`config.mk`:
```
export PLATFORM = sky130hd
export DESIGN_NAME = image_scan_sequencer_flat
export DESIGN_NICKNAME = d
export VERILOG_FILES = /design/src/rtl/image_scan_sequencer_pkg.sv /design/src/rtl/image_scan_sequencer_if.sv /design/src/rtl/image_scan_sequencer_counter.sv /design/src/rtl/image_scan_sequencer.sv /design/src/flat_wrapper.sv
export SDC_FILE = /design/constraint.sdc
export NUM_CORES = 1
export LEC_CHECK = 0
export ABC_AREA = 1
export BUFFER_PORTS_ARGS = -buffer_cell sky130_fd_sc_hd__buf_2
export CAP_MARGIN = 25
export CORE_UTILIZATION = 45
export CTS_BUF_LIST = sky130_fd_sc_hd__clkbuf_4 sky130_fd_sc_hd__clkbuf_8
export DETAILED_ROUTE_END_ITERATION = 6
export PLACE_DENSITY = 0.68
export SETUP_SLACK_MARGIN = 0.1
export SKIP_CTS_REPAIR_TIMING = 1
export SLEW_MARGIN = 20
export SYNTH_ARGS = -nofsm -noshare
export SYNTH_HDL_FRONTEND = slang
export SYNTH_SLANG_ARGS = --single-unit
export TNS_END_PERCENT = 10
```
`constraint.sdc`:
```
create_clock -name clk -period 3.95 [get_ports clk]
set_input_delay 0.1975 -clock clk [delete_from_list [all_inputs] [get_ports clk]]
set_output_delay 0.1975 -clock clk [all_outputs]
set_load 0.005 [all_outputs]
```
`src/rtl/image_scan_sequencer_pkg.sv`:
```
// Shared types and default geometry for the image scan sequencer.
package image_scan_sequencer_pkg;

  typedef enum logic [2:0] {
    IDLE  = 3'd0,
    SCAN  = 3'd1,
    GAP   = 3'd2,
    PAUSE = 3'd3,
    DONE  = 3'd4
  } scan_state_t;

  localparam int unsigned DEF_COL_BITS = 4;
  localparam int unsigned DEF_ROW_BITS = 4;
  localparam int unsigned DEF_LINE_GAP = 2;

endpackage

```
`src/rtl/image_scan_sequencer_if.sv`:
```
// Control strobes in, pixel address stream and status out.
interface image_scan_sequencer_if
  import image_scan_sequencer_pkg::*;
#(
  parameter int unsigned COL_BITS = DEF_COL_BITS,
  parameter int unsigned ROW_BITS = DEF_ROW_BITS
);
  logic                start_strobe;
  logic                pause_strobe;
  logic                abort;
  logic                pixel_ready;
  logic [COL_BITS-1:0] col;
  logic [ROW_BITS-1:0] row;
  logic                pixel_valid;
  logic                line_end;
  logic                frame_done;
  logic                busy;

  // Sequencer side: drives the pixel stream.
  modport master (
    input  start_strobe, pause_strobe, abort, pixel_ready,
    output col, row, pixel_valid, line_end, frame_done, busy
  );

  // Controller / consumer side.
  modport slave (
    output start_strobe, pause_strobe, abort, pixel_ready,
    input  col, row, pixel_valid, line_end, frame_done, busy
  );
endinterface

```
`src/rtl/image_scan_sequencer_counter.sv`:
```
// Generic up-counter with enable, synchronous clear and wrap at a runtime max.
module image_scan_sequencer_counter #(
  parameter int unsigned W = 4
) (
  input  logic         clk,
  input  logic         nrst,
  input  logic         i_en,
  input  logic         i_clr,
  input  logic [W-1:0] i_max,
  output logic [W-1:0] o_cnt,
  output logic         o_at_max_c
);
  logic [W-1:0] r_cnt;

  assign o_cnt      = r_cnt;
  assign o_at_max_c = (r_cnt == i_max);

  // Clear wins over count; counting past max wraps to zero.
  always_ff @(posedge clk or negedge nrst) begin
    if (!nrst) begin
      r_cnt <= '0;
    end else if (i_clr) begin
      r_cnt <= '0;
    end else if (i_en) begin
      r_cnt <= o_at_max_c ? '0 : r_cnt + W'(1);
    end
  end
endmodule

```
`src/rtl/image_scan_sequencer.sv`:
```
// Start/pause/abort controlled raster scan of a 2^COL_BITS x 2^ROW_BITS frame.
module image_scan_sequencer
  import image_scan_sequencer_pkg::*;
#(
  parameter int unsigned COL_BITS = DEF_COL_BITS,
  parameter int unsigned ROW_BITS = DEF_ROW_BITS,
  parameter int unsigned LINE_GAP = DEF_LINE_GAP
) (
  input  logic                   clk,
  input  logic                   nrst,
  image_scan_sequencer_if.master bus
);
  localparam int unsigned GAP_W   = (LINE_GAP > 1) ? $clog2(LINE_GAP) : 1;
  localparam int unsigned GAP_MAX = (LINE_GAP == 0) ? 0 : LINE_GAP - 1;
  localparam bit          HAS_GAP = (LINE_GAP != 0);

  scan_state_t         r_state;
  logic [COL_BITS-1:0] w_col;
  logic [ROW_BITS-1:0] w_row;
  logic [GAP_W-1:0]    w_gap;
  logic                w_col_max;
  logic                w_row_max;
  logic                w_gap_max;
  logic                w_valid;
  logic                w_hs;
  logic                w_last;
  logic                w_in_gap;
  logic                w_in_done;

  assign w_valid   = (r_state == SCAN);
  assign w_in_gap  = (r_state == GAP);
  assign w_in_done = (r_state == DONE);
  assign w_hs      = w_valid & bus.pixel_ready;
  assign w_last    = w_hs & w_col_max & w_row_max;

  // Column advances on every handshake except the final pixel, where it holds at max.
  image_scan_sequencer_counter #(.W(COL_BITS)) u_col (
    .clk        (clk),
    .nrst       (nrst),
    .i_en       (w_hs & ~(w_col_max & w_row_max)),
    .i_clr      (bus.abort | w_in_done),
    .i_max      ({COL_BITS{1'b1}}),
    .o_cnt      (w_col),
    .o_at_max_c (w_col_max)
  );

  // Row advances at the end of the gap, or directly on the column wrap when there is no gap.
  image_scan_sequencer_counter #(.W(ROW_BITS)) u_row (
    .clk        (clk),
    .nrst       (nrst),
    .i_en       ((w_in_gap & w_gap_max) |
                 (!HAS_GAP & w_hs & w_col_max & ~w_row_max)),
    .i_clr      (bus.abort | w_in_done),
    .i_max      ({ROW_BITS{1'b1}}),
    .o_cnt      (w_row),
    .o_at_max_c (w_row_max)
  );

  // Gap counter sits at zero outside GAP so each gap starts from a fresh count.
  image_scan_sequencer_counter #(.W(GAP_W)) u_gap (
    .clk        (clk),
    .nrst       (nrst),
    .i_en       (w_in_gap),
    .i_clr      (bus.abort | ~w_in_gap),
    .i_max      (GAP_W'(GAP_MAX)),
    .o_cnt      (w_gap),
    .o_at_max_c (w_gap_max)
  );

  // Frame state machine; abort dominates, end-of-row/frame beats a coincident pause.
  always_ff @(posedge clk or negedge nrst) begin
    if (!nrst) begin
      r_state <= IDLE;
    end else if (bus.abort) begin
      r_state <= IDLE;
    end else begin
      case (r_state)
        IDLE:    if (bus.start_strobe) r_state <= SCAN;
        SCAN: begin
          if (w_last)                             r_state <= DONE;
          else if (w_hs && w_col_max && HAS_GAP)  r_state <= GAP;
          else if (bus.pause_strobe)              r_state <= PAUSE;
        end
        GAP:     if (w_gap_max) r_state <= SCAN;
        PAUSE:   if (bus.pause_strobe || bus.start_strobe) r_state <= SCAN;
        DONE:    r_state <= IDLE;
        default: r_state <= IDLE;
      endcase
    end
  end

  assign bus.col         = w_col;
  assign bus.row         = w_row;
  assign bus.pixel_valid = w_valid;
  assign bus.line_end    = w_hs & w_col_max;
  assign bus.frame_done  = w_in_done;
  assign bus.busy        = (r_state != IDLE);

  logic w_unused;
  assign w_unused = ^w_gap;
endmodule

```
`src/flat_wrapper.sv`:
```
// flat-port wrapper written by rule: the top's interface ports become plain ports
module image_scan_sequencer_flat import image_scan_sequencer_pkg::*;
#(
  parameter int unsigned COL_BITS = DEF_COL_BITS,
  parameter int unsigned ROW_BITS = DEF_ROW_BITS,
  parameter int unsigned LINE_GAP = DEF_LINE_GAP
)
  (clk, nrst, bus_start_strobe, bus_pause_strobe, bus_abort, bus_pixel_ready, bus_col, bus_row, bus_pixel_valid, bus_line_end, bus_frame_done, bus_busy);
  image_scan_sequencer_if #(.COL_BITS(COL_BITS), .ROW_BITS(ROW_BITS)) bus_i ();
  input  logic clk;
  input  logic nrst;
  input wire logic [$bits(bus_i.start_strobe)-1:0] bus_start_strobe;
  input wire logic [$bits(bus_i.pause_strobe)-1:0] bus_pause_strobe;
  input wire logic [$bits(bus_i.abort)-1:0] bus_abort;
  input wire logic [$bits(bus_i.pixel_ready)-1:0] bus_pixel_ready;
  output wire logic [$bits(bus_i.col)-1:0] bus_col;
  output wire logic [$bits(bus_i.row)-1:0] bus_row;
  output wire logic [$bits(bus_i.pixel_valid)-1:0] bus_pixel_valid;
  output wire logic [$bits(bus_i.line_end)-1:0] bus_line_end;
  output wire logic [$bits(bus_i.frame_done)-1:0] bus_frame_done;
  output wire logic [$bits(bus_i.busy)-1:0] bus_busy;
  assign bus_i.start_strobe = bus_start_strobe;
  assign bus_i.pause_strobe = bus_pause_strobe;
  assign bus_i.abort = bus_abort;
  assign bus_i.pixel_ready = bus_pixel_ready;
  assign bus_col = bus_i.col;
  assign bus_row = bus_i.row;
  assign bus_pixel_valid = bus_i.pixel_valid;
  assign bus_line_end = bus_i.line_end;
  assign bus_frame_done = bus_i.frame_done;
  assign bus_busy = bus_i.busy;
  image_scan_sequencer #(.COL_BITS(COL_BITS), .ROW_BITS(ROW_BITS), .LINE_GAP(LINE_GAP)) u_core (.clk(clk), .nrst(nrst), .bus(bus_i));
endmodule
```
==> flow_metrics.tcl, run 1 <==
set metrics [dict create \
    wl_um 1550 \
    min_path_type "in -> reg" \
    layout_common_cells "23 x nand2_1, 17 x buf_2, 12 x dfrtp_1" \
    overflow 0 \
    finalCritPeriodShare_pct 41.3 \
    finClkSkew_ps 6.72 \
    ys.flop_type "dfrtp_1" \
    fin_nets 126 \
    final_common_cell "nand2_1" \
    final_area_um2 928 \
    max_freq_mhz 613 \
    vdd_ir_drop_max_uv 284 \
    ys_seq_elements 12 \
    crit_path_start_kind "flop" \
    first_iter_violations 7 \
    cts_made_buffers 3 \
    slew_violations 0 \
    n_antenna_cell 0 \
    areaGrowthSynthToFinish_pct 19.5 \
    die_w_um 43.6 \
    synth_compound_area_share_pct 8.70 \
    synthDistinctLibCells 25 \
    netlist.area_leader.share_pct 38.6 \
    finalSetupTns_ps 0 \
    yosys_warnings 0 \
    cts.path.max_buffers 2 \
    synth_xor_area_share_pct 2.25 \
    track_usage_pct 19.3 \
    path_clk_slew_ps 80 \
    drc 3 \
    crit_path_end_kind "output port" \
    grt_max_degree 13 \
    worstMarginPinSlew_ps 290 \
    ys_seq_area_share_pct 38.6 \
    dp_hpwl_um 1270 \
    ant_nets 0 \
    cap_violations 0 \
    grt_pass1_vias 629 \
    syn_inst 95 \
    grt_pass1_wl_um 2730 \
    via_per_inst 5.03 \
    required_ps 3750 \
    synth.avg_cell_area_um2 8.18 \
    synth_edf_count 0 \
    io_buffers 17 \
    drive_gt1_share_pct 34.2 \
    synth-simple-area-share_pct 40.6 \
    grt_antenna_before_repair 0 \
    wl_per_cell_um 11.6 \
    slew_headroom_pct 80.7 \
    finalWeightedCongestion 0.840 \
    cts_sinks 12 \
    dr.pass1.iters 5 \
    finalHoldViolations 0 \
    synth.cell_area_um2 777 \
    violations "design-rule violations" \
    dieArea_um2 1900 \
    synthesis.nets 103 \
    cellPowerDensity_nw_per_um2 368 \
    cts_root_buf "clkbuf_4" \
    die_h_um 43.6 \
    crit_type "reg -> out" \
    synth_top_family_by_area "simple AND/OR/NAND/NOR gates" \
    floorplan.initialDensity_pct 49.8 \
    cp.arrival_ps 1430 \
    ys_top_cells_by_area "dfrtp_1 39%, nand2_1 11%, nor2_4 7.2%" \
    core_um2 1560 \
    leakage_nw 0.479 \
    vias 669 \
    status "finished with violations" \
    ios 18 \
    rsz0062_at_grt "no" \
    std_cell_rows 14 \
    place_area_um2 882 \
    post-route-min-period_ps 1630 \
    clk_latency_ps 270 \
    synthAdderAreaFrac_pct 3.22 \
    setup_violations 0 \
    synth_largest_area_cell "dfrtp_1" \
    cts_tree "done" \
    async_reset_ff_share_pct 100 \
    cts_max_level 1 \
    critPathMaxFanout 5 \
    synth_mux_area_share_pct 0 \
]
## cell families (layout without fill, tap and decap cells)
logic type,after synthesis,in the layout
AO/OA/AOI/OAI,10,10
AND/OR/NAND/NOR,56,56
buffers and inverters,13,35
flip-flops,12,12
adder cells (fa/ha/maj),2,2
XOR/XNOR,2,2
## power breakdown
group	internal (W)	total, W	leakage [nW]	switching, W
Combinational	0.0000381	0.0000945	0.294	0.0000564
Sequential	0.000133	0.000148	0.164	0.0000152
Clock	0.0000559	0.0000989	0.0210	0.0000430
Total	0.000227	0.000341	0.479	0.000115
## stage by stage
step	hold slack, ps	worst slack [ps]	power [W]	util, %	cells
5_1_grt	177	2220	0.000364	59.6	133
3_3_place_gp	98.6	2510	0.000243	56.6	128
2_1_floorplan	-98.1	2580	0.000216	-	95
4_1_cts	-203	2300	0.000347	58.9	132
3_5_place_dp	102	2450	0.000246	56.6	128
6_report	179	2320	0.000341	59.6	133
## worst paths after layout
path	from	to	slack [ps]	depth (start not counted)
worst max-delay path	u_core.u_col.o_cnt[0]	bus_line_end	2320	4
worst min-delay path	bus_abort	u_core.r_state[2]	180	2
worst max register to register	u_core.u_col.o_cnt[0]	u_core.r_state[1]	2470	8
worst min register to register	u_core.u_row.o_cnt[0]	u_core.u_row.o_cnt[0]	530	1
max in group asynchronous	nrst	u_core.u_col.o_cnt[3]	3390	2
min in group asynchronous	nrst	u_core.u_row.o_cnt[2]	330	2
## sequential cells by signal, summed over array words and instances, names as in the netlist
register	count
u_core.u_row.o_cnt	4
u_core.r_state	3
u_core.u_col.o_cnt	4
u_core.u_gap.o_cnt	1
## layout make-up
cell class              instances  area [um2]
clock buffers                   4        36.3
fillers                       159         631
inverters                      13        51.3
multi-input cells              70         425
flip-flops and latches         12         300
well taps                      16        20.0
repair buffers                 18        95.1
## cell usage after synthesis, types with 2 or more instances
cell type	instances
a21oi_1	2
dfrtp_1	12
ha_1	2
inv_1	10
nand2_1	23
nand3_1	11
nand3_2	3
nor2_1	7
nor2_4	5
o21ai_0	2
o21ai_2	3
xor2_1	2
## worst max-delay path, cell delays in order, from the launching register on
cell	delay, ps
dfrtp_1	430
ha_1	250
nand3_2	160
nor2_1	190
buf_2	140
## metal layers
metal	up-vias	global-route usage (%)	share of wire (%)	wire length (um)
li1	345	-	-	-
met1	315	24.6	46	717
met2	9	33.1	51	782
met3	0	2.92	3.0	46
met4	0	6.25	0	0
met5	-	0	0	0
No activity file was read; power rests on OpenSTA's default activity.
==> run 2, diff against run 1 <==
--- a/config.mk
+++ b/config.mk
@@ -11,7 +11,7 @@
 export CORE_UTILIZATION = 45
 export CTS_BUF_LIST = sky130_fd_sc_hd__clkbuf_4 sky130_fd_sc_hd__clkbuf_8
 export DETAILED_ROUTE_END_ITERATION = 6
-export PLACE_DENSITY = 0.68
+export PLACE_DENSITY = 0.7
 export SETUP_SLACK_MARGIN = 0.1
 export SKIP_CTS_REPAIR_TIMING = 1
 export SLEW_MARGIN = 20
==> constraint.sdc (replaced) <==
create_clock -name clk -period 1.41 [get_ports clk]
set_input_delay 0.0705 -clock clk [delete_from_list [all_inputs] [get_ports clk]]
set_output_delay 0.0705 -clock clk [all_outputs]
set_load 0.005 [all_outputs]
==> run 2 against run 1 <==
The flow still finishes with violations (design-rule violations). Clock power rose to 2.7 times the previous value. Design area increased by 12%. Count of clock-buffer cells in the layout unchanged. Routed wire length increased by 5.2%. Combinational power grew to 3.3 times the previous value.
==> flow_metrics.tcl, run 2 (synthesized netlist as in run 1, its figures left out) <==
set metrics [dict create \
    track_usage_pct 18.8 \
    overflow 0 \
    core_um2 1560 \
    cp.arrival_ps 1270 \
    max_freq_mhz 747 \
    std_cell_rows 14 \
    wl_um 1630 \
    fin_nets 134 \
    cts_tree "done" \
    via_per_inst 5.03 \
    cts_max_level 1 \
    finalCoreUtilization_pct 66.8 \
    dr.pass1.iters 6 \
    n_antenna_cell 0 \
    worstMarginPinSlew_ps 284 \
    setup_violations 0 \
    cts_sinks 12 \
    finalHoldViolations 0 \
    crit_path_end_kind "output port" \
    floorplan.initialDensity_pct 49.8 \
    slew_violations 0 \
    fin_hold_ws_ps 65.1 \
    finalNonFillerCells 141 \
    cts_made_buffers 3 \
    grt_max_degree 13 \
    finalWeightedCongestion 0.804 \
    first_iter_violations 17 \
    finalCritPeriodShare_pct 95.0 \
    die_h_um 43.6 \
    hp-start "bus_abort" \
    die_w_um 43.6 \
    drc 4 \
    violations "design-rule violations" \
    fin_ws_ps 70.4 \
    post-route-min-period_ps 1340 \
    r2r-end "u_core.r_state[1]" \
    areaGrowthSynthToFinish_pct 34.0 \
    cts.path.max_buffers 2 \
    min_to "u_core.r_state[2]" \
    critPathMaxFanout 4 \
    min_path_type "in -> reg" \
    crit_type "reg -> out" \
    rr_worst_depth 8 \
    total_power_w 0.000996 \
    holdPathStages 2 \
    placed_cells 129 \
    final_common_cell "nand2_1" \
    pre_cts_ws_ps 47.5 \
    crit_path_start_kind "flop" \
    grt_pass1_wl_um 2620 \
    vias 709 \
    grt_antenna_before_repair 0 \
    grt_pass1_vias 600 \
    slew_headroom_pct 81.1 \
    cellPowerDensity_nw_per_um2 957 \
    wl_per_cell_um 11.5 \
    drive_gt1_share_pct 48.8 \
    clk_latency_ps 270 \
    cap_violations 0 \
    layout_common_cells "21 x nand2_1, 17 x buf_2, 10 x dfrtp_1" \
    cts_root_buf "clkbuf_4" \
    status "finished with violations" \
    finClkSkew_ps 3.32 \
    rsz0062_at_grt "yes" \
    ant_nets 0 \
    leakage_nw 0.518 \
    required_ps 1340 \
    vdd_ir_drop_max_uv 781 \
    path_clk_slew_ps 70 \
    timing.rr.start "u_core.u_col.o_cnt[0]" \
    dieArea_um2 1900 \
    ios 18 \
    io_buffers 17 \
    rrSetupSlack_ps 100 \
    dp_hpwl_um 1200 \
]
run 2: cell count changes in the layout (fill, tap and decap cells not counted), sizes merged:
cell	delta
buf	+8
clkinv	-1
inv	+1
run 2: cell type report:
class / count / area (um2)
Multi-Input combinational cell: 70 / 475
Fill cell: 131 / 518
Sequential cell: 12 / 303
Timing Repair Buffer: 26 / 155
Inverter: 13 / 51.3
Clock buffer: 4 / 36.3
Tap cell: 16 / 20.0
run 2: routing by layer:
metal	global-route usage (%)	wire, um
met2	29.0	795
met4	9.38	14
met1	25.1	755
met3	3.75	60
met5	0	0
run 2: power by group:
part	internal, W	switching [W]	total, W
Combinational	0.000134	0.000176	0.000310
Clock	0.000157	0.000110	0.000267
Sequential	0.000375	0.0000441	0.000419
run 2: stage by stage:
| step | TNS (ps) | cell area, um2 |
|---|---|---|
| final | 0 | 1040 |
| after global routing | -6.38 | 1040 |
| after CTS | -35.9 | 946 |
| after detailed placement | 0 | 910 |
| after global placement | 0 | 910 |
| after floorplan | 0 | 797 |
run 2: worst max path at each step:
stage,startpoint,endpoint,slack [ps],cells after the start
6_report,u_core.r_state[2],bus_line_end,70,6
4_1_cts,u_core.r_state[2],bus_line_end,-40,6
2_1_floorplan,u_core.u_row.o_cnt[0],u_core.r_state[1],130,8
3_5_place_dp,u_core.u_row.o_cnt[0],u_core.r_state[1],50,8
5_1_grt,u_core.u_row.o_cnt[1],u_core.u_col.o_cnt[2],-4,7
3_3_place_gp,u_core.u_row.o_cnt[0],u_core.r_state[1],50,8
run 2: critical path, stage by stage (launching register included):
cell and delay, ps:
dfrtp_1 390, inv_2 80, nand2_2 60, nor2_4 140
nand2_4 100, nor2_4 100, buf_2 110
